<file path="src/rtl/fifo_gen_pkg.sv">
`default_nettype none
// ============================================================================
// Module      : fifo_gen_pkg
// Description : Shared sizing helpers and default geometry for the generic
//               synchronous FIFO (sync_fifo_gen) and its storage array.
//               cnt_w(depth) : width able to hold 0..depth inclusive
//               ptr_w(depth) : width able to address depth entries (min 1)
// Revision    : 1.0 - initial release
// ============================================================================
package fifo_gen_pkg;

    localparam int c_DEFAULT_WIDTH = 16;
    localparam int c_DEFAULT_DEPTH = 8;

    // Occupancy runs 0..depth, so depth+1 distinct values are needed.
    function automatic int cnt_w(input int depth);
        return $clog2(depth + 1);
    endfunction

    // Pointers address 0..depth-1; never let the width collapse to zero.
    function automatic int ptr_w(input int depth);
        return ($clog2(depth) < 1) ? 1 : $clog2(depth);
    endfunction

endpackage : fifo_gen_pkg
`default_nettype wire

</file>
<file path="src/rtl/fifo_gen_mem.sv">
`default_nettype none
// ============================================================================
// Module      : fifo_gen_mem
// Description : FIFO_DEPTH x FIFO_WIDTH register array used as FIFO storage.
//               One synchronous write port, one asynchronous read port.
//               Contents are deliberately not reset.
// Ports       : clk        - clock, rising edge
//               i_wr_en    - write strobe
//               i_wr_addr  - write address (0..FIFO_DEPTH-1)
//               i_wr_data  - write data
//               i_rd_addr  - read address (0..FIFO_DEPTH-1)
//               o_rd_data  - read data, combinational from i_rd_addr
// Revision    : 1.0 - initial release
// ============================================================================
module fifo_gen_mem
    import fifo_gen_pkg::*;
#(
    parameter int FIFO_WIDTH = c_DEFAULT_WIDTH,
    parameter int FIFO_DEPTH = c_DEFAULT_DEPTH
) (
    input  logic                             clk,
    input  logic                             i_wr_en,
    input  logic [ptr_w(FIFO_DEPTH)-1:0]     i_wr_addr,
    input  logic [FIFO_WIDTH-1:0]            i_wr_data,
    input  logic [ptr_w(FIFO_DEPTH)-1:0]     i_rd_addr,
    output logic [FIFO_WIDTH-1:0]            o_rd_data
);

    logic [FIFO_WIDTH-1:0] r_mem [FIFO_DEPTH];

    always_ff @(posedge clk) begin
        if (i_wr_en) begin
            r_mem[i_wr_addr] <= i_wr_data;
        end
    end

    // Addresses are kept below FIFO_DEPTH by the pointer wrap logic in the
    // parent, so no range guard is needed for non-power-of-two depths.
    assign o_rd_data = r_mem[i_rd_addr];

endmodule : fifo_gen_mem
`default_nettype wire

</file>
<file path="src/rtl/sync_fifo_gen.sv">
`default_nettype none
// ============================================================================
// Module      : sync_fifo_gen
// Description : Generic single-clock FIFO. Any depth >= 2, programmable
//               almost-full / almost-empty thresholds, live occupancy count
//               and an optional first-word-fall-through read mode.
// Ports       : clk         - clock, rising edge
//               rst_n       - asynchronous active-low reset
//               data_in     - write data
//               wr_en       - write request
//               rd_en       - read request (pop in FWFT mode)
//               data_out    - read data (registered, or head word in FWFT)
//               wr_ack      - previous-cycle write accepted
//               overflow    - previous-cycle write rejected (full)
//               underflow   - previous-cycle read rejected (empty)
//               full        - count == FIFO_DEPTH
//               empty       - count == 0
//               almostfull  - count == AF_THRESH
//               almostempty - count == AE_THRESH
//               count       - current occupancy
// Revision    : 1.0 - initial release
// ============================================================================
module sync_fifo_gen
    import fifo_gen_pkg::*;
#(
    parameter int FIFO_WIDTH = c_DEFAULT_WIDTH,
    parameter int FIFO_DEPTH = c_DEFAULT_DEPTH,
    parameter int AF_THRESH  = FIFO_DEPTH - 1,
    parameter int AE_THRESH  = 1,
    parameter int FWFT       = 0
) (
    input  logic                             clk,
    input  logic                             rst_n,
    input  logic [FIFO_WIDTH-1:0]            data_in,
    input  logic                             wr_en,
    input  logic                             rd_en,
    output logic [FIFO_WIDTH-1:0]            data_out,
    output logic                             wr_ack,
    output logic                             overflow,
    output logic                             underflow,
    output logic                             full,
    output logic                             empty,
    output logic                             almostfull,
    output logic                             almostempty,
    output logic [cnt_w(FIFO_DEPTH)-1:0]     count
);

    localparam int                c_CW       = cnt_w(FIFO_DEPTH);
    localparam int                c_PW       = ptr_w(FIFO_DEPTH);
    localparam logic [c_CW-1:0]   c_CNT_FULL = c_CW'(FIFO_DEPTH);
    localparam logic [c_CW-1:0]   c_CNT_AF   = c_CW'(AF_THRESH);
    localparam logic [c_CW-1:0]   c_CNT_AE   = c_CW'(AE_THRESH);
    localparam logic [c_CW-1:0]   c_CNT_ONE  = c_CW'(1);
    localparam logic [c_PW-1:0]   c_PTR_LAST = c_PW'(FIFO_DEPTH - 1);
    localparam logic [c_PW-1:0]   c_PTR_ONE  = c_PW'(1);

    // ------------------------------------------------------------------
    // Elaboration-time parameter sanity
    // ------------------------------------------------------------------
    if (FIFO_WIDTH < 1 || FIFO_DEPTH < 2) begin : g_bad_geometry
        $fatal(1, "sync_fifo_gen: FIFO_WIDTH must be >= 1 and FIFO_DEPTH >= 2");
    end

    if (!((AE_THRESH >= 0) && (AE_THRESH < AF_THRESH) &&
          (AF_THRESH <= FIFO_DEPTH))) begin : g_bad_thresh
        $fatal(1, "sync_fifo_gen: need 0 <= AE_THRESH < AF_THRESH <= FIFO_DEPTH");
    end

    // ------------------------------------------------------------------
    // State
    // ------------------------------------------------------------------
    logic [c_PW-1:0]       r_wr_ptr;
    logic [c_PW-1:0]       r_rd_ptr;
    logic [c_CW-1:0]       r_count;
    logic                  r_wr_ack;
    logic                  r_overflow;
    logic                  r_underflow;

    logic                  w_full;
    logic                  w_empty;
    logic                  w_wr_acc;
    logic                  w_rd_acc;
    logic [FIFO_WIDTH-1:0] w_mem_rd;

    // Flags are a pure decode of the registered count, so no request input
    // ever reaches an output combinationally.
    assign w_full   = (r_count == c_CNT_FULL);
    assign w_empty  = (r_count == '0);

    // Acceptance is judged on pre-edge occupancy: a full FIFO rejects a
    // write even if a read is popping in the same cycle, and vice versa.
    assign w_wr_acc = wr_en & ~w_full;
    assign w_rd_acc = rd_en & ~w_empty;

    // ------------------------------------------------------------------
    // Storage
    // ------------------------------------------------------------------
    fifo_gen_mem #(
        .FIFO_WIDTH (FIFO_WIDTH),
        .FIFO_DEPTH (FIFO_DEPTH)
    ) u_mem (
        .clk        (clk),
        .i_wr_en    (w_wr_acc),
        .i_wr_addr  (r_wr_ptr),
        .i_wr_data  (data_in),
        .i_rd_addr  (r_rd_ptr),
        .o_rd_data  (w_mem_rd)
    );

    // ------------------------------------------------------------------
    // Pointers, occupancy and handshake status
    // ------------------------------------------------------------------
    always_ff @(posedge clk or negedge rst_n) begin
        if (!rst_n) begin
            r_wr_ptr    <= '0;
            r_rd_ptr    <= '0;
            r_count     <= '0;
            r_wr_ack    <= 1'b0;
            r_overflow  <= 1'b0;
            r_underflow <= 1'b0;
        end else begin
            r_wr_ack    <= w_wr_acc;
            r_overflow  <= wr_en & w_full;
            r_underflow <= rd_en & w_empty;

            // Explicit wrap compare keeps non-power-of-two depths correct.
            if (w_wr_acc) begin
                r_wr_ptr <= (r_wr_ptr == c_PTR_LAST) ? '0 : (r_wr_ptr + c_PTR_ONE);
            end
            if (w_rd_acc) begin
                r_rd_ptr <= (r_rd_ptr == c_PTR_LAST) ? '0 : (r_rd_ptr + c_PTR_ONE);
            end

            case ({w_wr_acc, w_rd_acc})
                2'b10:   r_count <= r_count + c_CNT_ONE;
                2'b01:   r_count <= r_count - c_CNT_ONE;
                default: r_count <= r_count;
            endcase
        end
    end

    // ------------------------------------------------------------------
    // Read data path
    // ------------------------------------------------------------------
    if (FWFT != 0) begin : g_fwft
        // Head word is presented as soon as it is stored; forced to zero
        // while empty so stale storage never leaks out.
        assign data_out = w_empty ? '0 : w_mem_rd;
    end else begin : g_std
        logic [FIFO_WIDTH-1:0] r_data_out;

        always_ff @(posedge clk or negedge rst_n) begin
            if (!rst_n) begin
                r_data_out <= '0;
            end else if (w_rd_acc) begin
                r_data_out <= w_mem_rd;
            end
        end

        assign data_out = r_data_out;
    end

    // ------------------------------------------------------------------
    // Outputs
    // ------------------------------------------------------------------
    assign wr_ack      = r_wr_ack;
    assign overflow    = r_overflow;
    assign underflow   = r_underflow;
    assign full        = w_full;
    assign empty       = w_empty;
    assign almostfull  = (r_count == c_CNT_AF);
    assign almostempty = (r_count == c_CNT_AE);
    assign count       = r_count;

endmodule : sync_fifo_gen
`default_nettype wire

</file>
<file path="config.mk">
export PLATFORM = sky130hd
export DESIGN_NAME = sync_fifo_gen
export DESIGN_NICKNAME = d
export VERILOG_FILES = /design/src/rtl/fifo_gen_pkg.sv /design/src/rtl/fifo_gen_mem.sv /design/src/rtl/sync_fifo_gen.sv
export SDC_FILE = /design/constraint.sdc
export NUM_CORES = 1
export LEC_CHECK = 0
export ABC_AREA = 1
export CAP_MARGIN = 20
export CORE_AREA = 2 2 116 118
export DETAILED_ROUTE_END_ITERATION = 10
export DIE_AREA = 0 0 118 120
export GPL_TIMING_DRIVEN = 0
export MAX_ROUTING_LAYER = met4
export PLACE_DENSITY = 0.74
export SKIP_CTS_REPAIR_TIMING = 1
export SLEW_MARGIN = 5
export SYNTH_ARGS = -nofsm -noshare
export SYNTH_HDL_FRONTEND = slang
export SYNTH_HIERARCHICAL = 1
export SYNTH_SLANG_ARGS = --single-unit
</file>
<file path="constraint.sdc">
create_clock -name clk -period 2.53 [get_ports clk]
set_input_delay 0.3795 -clock clk [delete_from_list [all_inputs] [get_ports clk]]
set_output_delay 0.3795 -clock clk [all_outputs]
set_load 0.01 [all_outputs]
</file>
==> metrics, run 1 <==
Synth Net Count=750; pwr dens=~1100 nW/um2; relative slew slack=about three fifths; Reg clk slew, reported paths=around 0.06 ns; Post-Synthesis Cell Area=approximately 7000 um2; final clock skew=roughly 0.0056 ns; fin crit period=2.49 ns; Final period util=98.4%; Worst Setup End Kind=register; status=finished, final reports clean; Setup crit start kind=register; PortBufs=46; CTS tree=built; Synthesis Warnings=6; reg2reg path depth=8; Worst path max stage delay=between 0.5 and 0.6 ns; crit-path cells=inv_1 -> ha_1 -> nand3_1 -> nand2_2 -> inv_1 -> nand2_1 -> nor2_2 -> buf_8; Final TNS setup=0 ns; Setup-failing EPs final=0; CP dominant cell by count=inv_1; CTS buffer count=17; nets=just over 800; area of the multi-input gates=roughly 1700 um2; post-synthesis cell type count=23; first-pass GRT wire length=around 24000 um; Crit Path Max Fanout=10; final hold viol count=0; area delta synth->final=20.0%; Hold Crit Class=primary input to async pin; dpl cells=approximately 950; fraction of registers with async set/reset=~18%; DRC=0; worst vdd ir=~0.00054 V; WL per Instance=15.6 um; Die Y=~120 um; antenna cells=0; Total Wirelength=about 15000 um; largest net degree at the start of global routing=21; Sink Count=~160; slew of the pin with the lowest slew margin=approximately 0.59 ns; final hold slack=~0.28 ns; GP Congestion=0.834; clk root buf=clkbuf_16; RSZ-0062 raised after global routing=true; Crit path required time=around 2.7 ns; setup ws final=roughly 0.039 ns; DR pass1 iterations=7; Seq cells post-synth=157; vias=approximately 5000; total power=roughly 9.5 mW; die area=between 10000 and 15000 um2; Maximum Capacitance Violations=0; Placed Area=7840 um2; sequential area share after synthesis=65.2%; row cnt=42; clk buf depth=2; core area=between 10000 and 15000 um2; number of flops mapped to enable cells by yosys=around 130; Post-Syn Instances=around 720; initial core utilization=54.0%; filler cell count=approximately 1000; Initial DRC Count=409; die width=between 100 and 150 um; critical path class=register to register; I/O Pins=between 40 and 50; CP max stage cell=nor2_2; Final Util=about two thirds; post-DP HPWL=between 10000 and 15000 um; Via density=just under 5; Syn Area/Cell=roughly 9.7 um2; vias in the first global route=4789; latest clock arrival within the worst-skew pair=0.43 ns; GR Overflow Total=0; fin cells=between 900 and 1000; max-slew violations=0; Storage cell area=between 4000 and 5000 um2; dpl ws=approximately 0.065 ns; final antenna-violating net count=0; GRT Util Overall=23.7%; CP arrival=between 2 and 3 ns; share of cells above drive strength 1=under 10%; static leakage=a little under 4 nW; Design Area, Final=around 8400 um2; H-tree depth=4; Top FF cell, synth=edfxtp_1; Peak Freq=~400 MHz; initial antenna violation count=0
[cell usage after synthesis, types with 2 or more instances]
library cell / instances / area [um2]
nand2_1: 290 / 1090
inv_1: 148 / 556
edfxtp_1: 128 / 3840
nand3_1: 67 / 335
dfrtp_1: 29 / 726
buf_2: 12 / 60.1
nor2_1: 12 / 45.0
ha_1: 8 / 100
buf_6: 7 / 78.8
buf_4: 6 / 45.0
inv_2: 2 / 7.51
xnor2_1: 2 / 17.5
[cell type report]
| type | instances | share of cell area (%) |
|---|---|---|
| Multi-Input combinational cell | 388 | 20.2 |
| Tap cell | 176 | 2.62 |
| Clock buffer | 19 | 5.15 |
| Clock inverter | 12 | 1.44 |
| Buffer | 26 | 2.37 |
| Inverter | 151 | 6.80 |
| Sequential cell | 157 | 54.4 |
| Timing Repair Buffer | 55 | 7.04 |
[where the power goes]
part	internal [mW]	switching [mW]
combinational	1.33	2.25
clock	1.43	0.966
sequential	3.32	0.235
total	6.08	3.45
[sequential cells by signal (all words and copies together), names as in the netlist]
name	count
data_out	16
wr_ack	1
r_wr_ptr	3
overflow	1
count	4
underflow	1
r_rd_ptr	3
u_mem/r_mem	128
[worst max-delay path: cells and delay by family, from the launching register on]
kind,cells,cell delay (ns)
adder cells (fa/ha/maj),1,0.26
buffers and inverters,3,0.48
flip-flops,1,0.46
AND/OR/NAND/NOR,4,1.00
[layout by cell type (no fill, tap or decap), types with 3 or more instances in the layout]
cell / instances
buf_2: 12
clkbuf_16: 17
nand2_1: 290
clkinv_1: 3
edfxtp_1: 128
buf_8: 9
buf_4: 6
inv_6: 3
nor2_1: 4
clkdlybuf4s50_1: 46
inv_1: 148
clkinvlp_4: 3
nor2_2: 5
nor2_4: 3
buf_6: 8
ha_1: 8
dfrtp_1: 29
nand3_1: 67
[cell families after synthesis]
kind of cell / after synthesis / synth area share (%)
xor gates and xnor gates: 3 / 0.375
and+or+nand+nor: 375 / 21.7
adders and majority gates: 8 / 1.43
buffers and inverters: 177 / 11.0
DFF: 157 / 65.2
AOI/OAI and AO/OA: 2 / 0.196
[routing by layer]
| metal | GRT usage, % | vias up | wire [um] |
|---|---|---|---|
| met2 | 37.9 | 196 | 7570 |
| met5 | - | - | 0 |
| met1 | 28.1 | 2298 | 6200 |
| met4 | 12.3 | 0 | 487 |
| met3 | 5.66 | 27 | 1070 |
| li1 | - | 2372 | - |
[final timing paths]
| kind | start | end | slack (ns) |
|---|---|---|---|
| setup / recovery | count[0] | u_mem/r_mem[0][14] | 0.04 |
| hold / removal | rst_n | data_out[4] | 0.28 |
| setup reg to reg | count[0] | u_mem/r_mem[0][14] | 0.04 |
| hold reg to reg | data_out[2] | data_out[2] | 0.48 |
| max in group asynchronous | rst_n | count[1] | 1.75 |
| min in group clk | data_out[2] | data_out[2] | 0.48 |
Power figures use the tool's default switching activity.
==> inputs of run 2 (changes only) <==
--- a/config.mk
+++ b/config.mk
@@ -13,6 +13,7 @@
 export GPL_TIMING_DRIVEN = 0
 export MAX_ROUTING_LAYER = met4
 export PLACE_DENSITY = 0.74
+export REMOVE_ABC_BUFFERS = 1
 export SKIP_CTS_REPAIR_TIMING = 1
 export SLEW_MARGIN = 5
 export SYNTH_ARGS = -nofsm -noshare
==> run 2 against run 1 <==
Against the previous run: core utilization down 1.2 points; sequential share of layout area up 1.1 points; worst hold slack worse by 0.24 ns; first-iteration DRC count up 4.9%; count of clock-buffer cells in the layout up 9; sequential cell count unchanged; die area unchanged; non-clock buffer count down 23; final area down 1.9%.
==> metrics, run 2 (synthesis gave the netlist of run 1 again) <==
CTS tree=built (unchanged); R2R Path End=u_mem/r_mem[2][9] (was u_mem/r_mem[0][14]); dpl ws=0.0182 ns (was 0.0650 ns); area of the multi-input gates=1690 um2 (was 1700 um2); CP arrival=2.66 ns (was 2.63 ns); Sink Count=157 (unchanged); antenna cells=0 (unchanged); Die Y=120 um (unchanged); fin crit period=2.53 ns (was 2.49 ns); Total Wirelength=14700 um (was 15300 um); Reg clk slew, reported paths=0.06 ns (about the same); Largest Register=u_mem/r_mem (unchanged); H-tree depth=4 (unchanged); Worst Setup End Kind=register (unchanged); reg2reg path depth=8 (unchanged); nets=801 (was 824); GR Overflow Total=0 (unchanged); die area=14200 um2 (unchanged); Setup crit start kind=register (unchanged); total power=9.14 mW (was 9.53 mW); clk buf depth=2 (unchanged); filler cell count=1012 (was 1002); critical path class=register to register (unchanged); die width=118 um (unchanged); Maximum Capacitance Violations=0 (unchanged); vias=4797 (was 4893); GRT Util Overall=22.8% (was 23.7%); Final period util=99.9% (was 98.4%); most frequent cells in the layout=nand2_1, inv_1, edfxtp_1 (unchanged); final hold viol count=0 (unchanged); Setup-failing EPs final=0 (unchanged); DR pass1 iterations=7 (unchanged); Initial DRC Count=429 (was 409); Via density=4.99 (was 4.97); RSZ-0062 raised after global routing=true (unchanged); CP max stage cell=nor2_2 (unchanged); reg-to-reg critical path startpoint=count[0] (unchanged); final antenna-violating net count=0 (unchanged); area delta synth->final=17.8% (was 20.0%); Peak Freq=396 MHz (was 401 MHz); initial antenna violation count=0 (unchanged); I/O Pins=47 (unchanged); Placed Area=7690 um2 (was 7840 um2); Worst R2R Setup Slack=0.002 ns (was 0.04 ns); largest net degree at the start of global routing=65 (was 21); Worst path max stage delay=0.56 ns (was 0.53 ns); CP dominant cell by count=inv_1 (unchanged); Final Util=63.5% (was 64.7%); row cnt=42 (unchanged); max-slew violations=0 (unchanged); vias in the first global route=4756 (was 4789); Largest register FFs=128 (unchanged); DRC=0 (unchanged); Crit path required time=2.66 ns (was 2.67 ns); core area=13000 um2 (unchanged); setup ws final=0.00213 ns (was 0.0393 ns); Design Area, Final=8250 um2 (was 8400 um2); crit-path cells=inv_1 -> ha_1 -> nand3_1 -> nand2_2 -> inv_1 -> nand2_1 -> nor2_2 -> buf_6 (was inv_1 -> ha_1 -> nand3_1 -> nand2_2 -> inv_1 -> nand2_1 -> nor2_2 -> buf_8); Hold Crit Class=primary input to async pin (unchanged); final clock skew=0.00740 ns (was 0.00558 ns); WL per Instance=15.3 um (was 15.6 um); GRT Max-Usage Layer=met2 (unchanged); initial core utilization=54.0% (unchanged); Storage cell area=4570 um2 (about the same); worst vdd ir=0.000648 V (was 0.000539 V); share of cells above drive strength 1=6.36% (was 9.41%); Crit Path Max Fanout=9 (was 10); most common cell after layout, fill and taps aside=nand2_1 (unchanged); status=finished, final reports clean (unchanged); met1 GRT Util=25.5% (was 28.1%); static leakage=3.86 nW (was 3.96 nW); M2 GR Usage=40.2% (was 37.9%); CTS buffer count=17 (unchanged); relative slew slack=43.5% (was 60.8%); post-DP HPWL=9160 um (was 10300 um); met3 track demand over resource=5.42% (was 5.66%); slew of the pin with the lowest slew margin=0.847 ns (was 0.587 ns); clk root buf=clkbuf_16 (unchanged); first-pass GRT wire length=23500 um (was 24400 um); PortBufs=46 (unchanged); GP Congestion=0.813 (was 0.834); pwr dens=1110 nW/um2 (was 1130 nW/um2); latest clock arrival within the worst-skew pair=0.43 ns (about the same)
==> run 2: cell types whose count changed in the layout (fill, tap and decap cells not counted), moves of 3 or more <==
cell	before	now
clkbuf_1	2	9
clkinvlp_4	3	0
buf_2	12	1
buf_4	6	0
buf_6	8	1
==> run 2: layout make-up <==
cell class | count | area share (%)
Clock buffer | 28 | 5.90
Clock inverter | 4 | 0.516
Inverter | 151 | 6.93
Multi-Input combinational cell | 388 | 20.5
Sequential cell | 157 | 55.4
Tap cell | 176 | 2.67
Timing Repair Buffer | 58 | 8.09
==> run 2: how the worst max path moves through the flow <==
stage                start                 to  slack (ns)  cells past startpoint
2_1_floorplan  r_rd_ptr[0]       data_out[14]       -0.05                      8
3_3_place_gp   r_rd_ptr[0]       data_out[14]       -1.24                      8
3_5_place_dp   r_rd_ptr[0]        data_out[2]        0.02                      9
4_1_cts           count[0]  u_mem/r_mem[7][9]       -0.01                      8
5_1_grt           count[0]  u_mem/r_mem[2][9]       -0.17                      8
6_report          count[0]  u_mem/r_mem[2][9]       0.002                      8
==> run 2: critical path, delay by kind of cell, from the launching register on <==
family,cells,cell delay [ns]
and+or+nand+nor,4,1.01
buffers and inverters,3,0.51
DFF,1,0.44
adders and majority gates,1,0.26
==> run 2: metrics by stage <==
step | hold WS [ns] | TNS, ns | cells
after global placement | 0.461 | -100.23 | 918
after global routing | 0.0837 | -8.93 | 962
after floorplan | 0.0839 | -0.566 | 696
after detailed placement | 0.464 | 0 | 929
final | 0.0372 | 0 | 962
after CTS | 0.0461 | -0.106 | 961
==> run 2: per-layer routing <==
metal,up-vias,share of wire (%)
met3,16,5.3
met4,0,1.2
met2,136,53
met1,2320,41
met5,-,0
li1,2325,-
==> run 2: power breakdown <==
| part | total (mW) | internal (mW) | leakage (nW) | switching, mW |
|---|---|---|---|---|
| registers | 3.72 | 3.32 | 1.52 | 0.408 |
| logic | 3.12 | 1.25 | 2.09 | 1.87 |
| clock network | 2.30 | 1.40 | 0.256 | 0.908 |
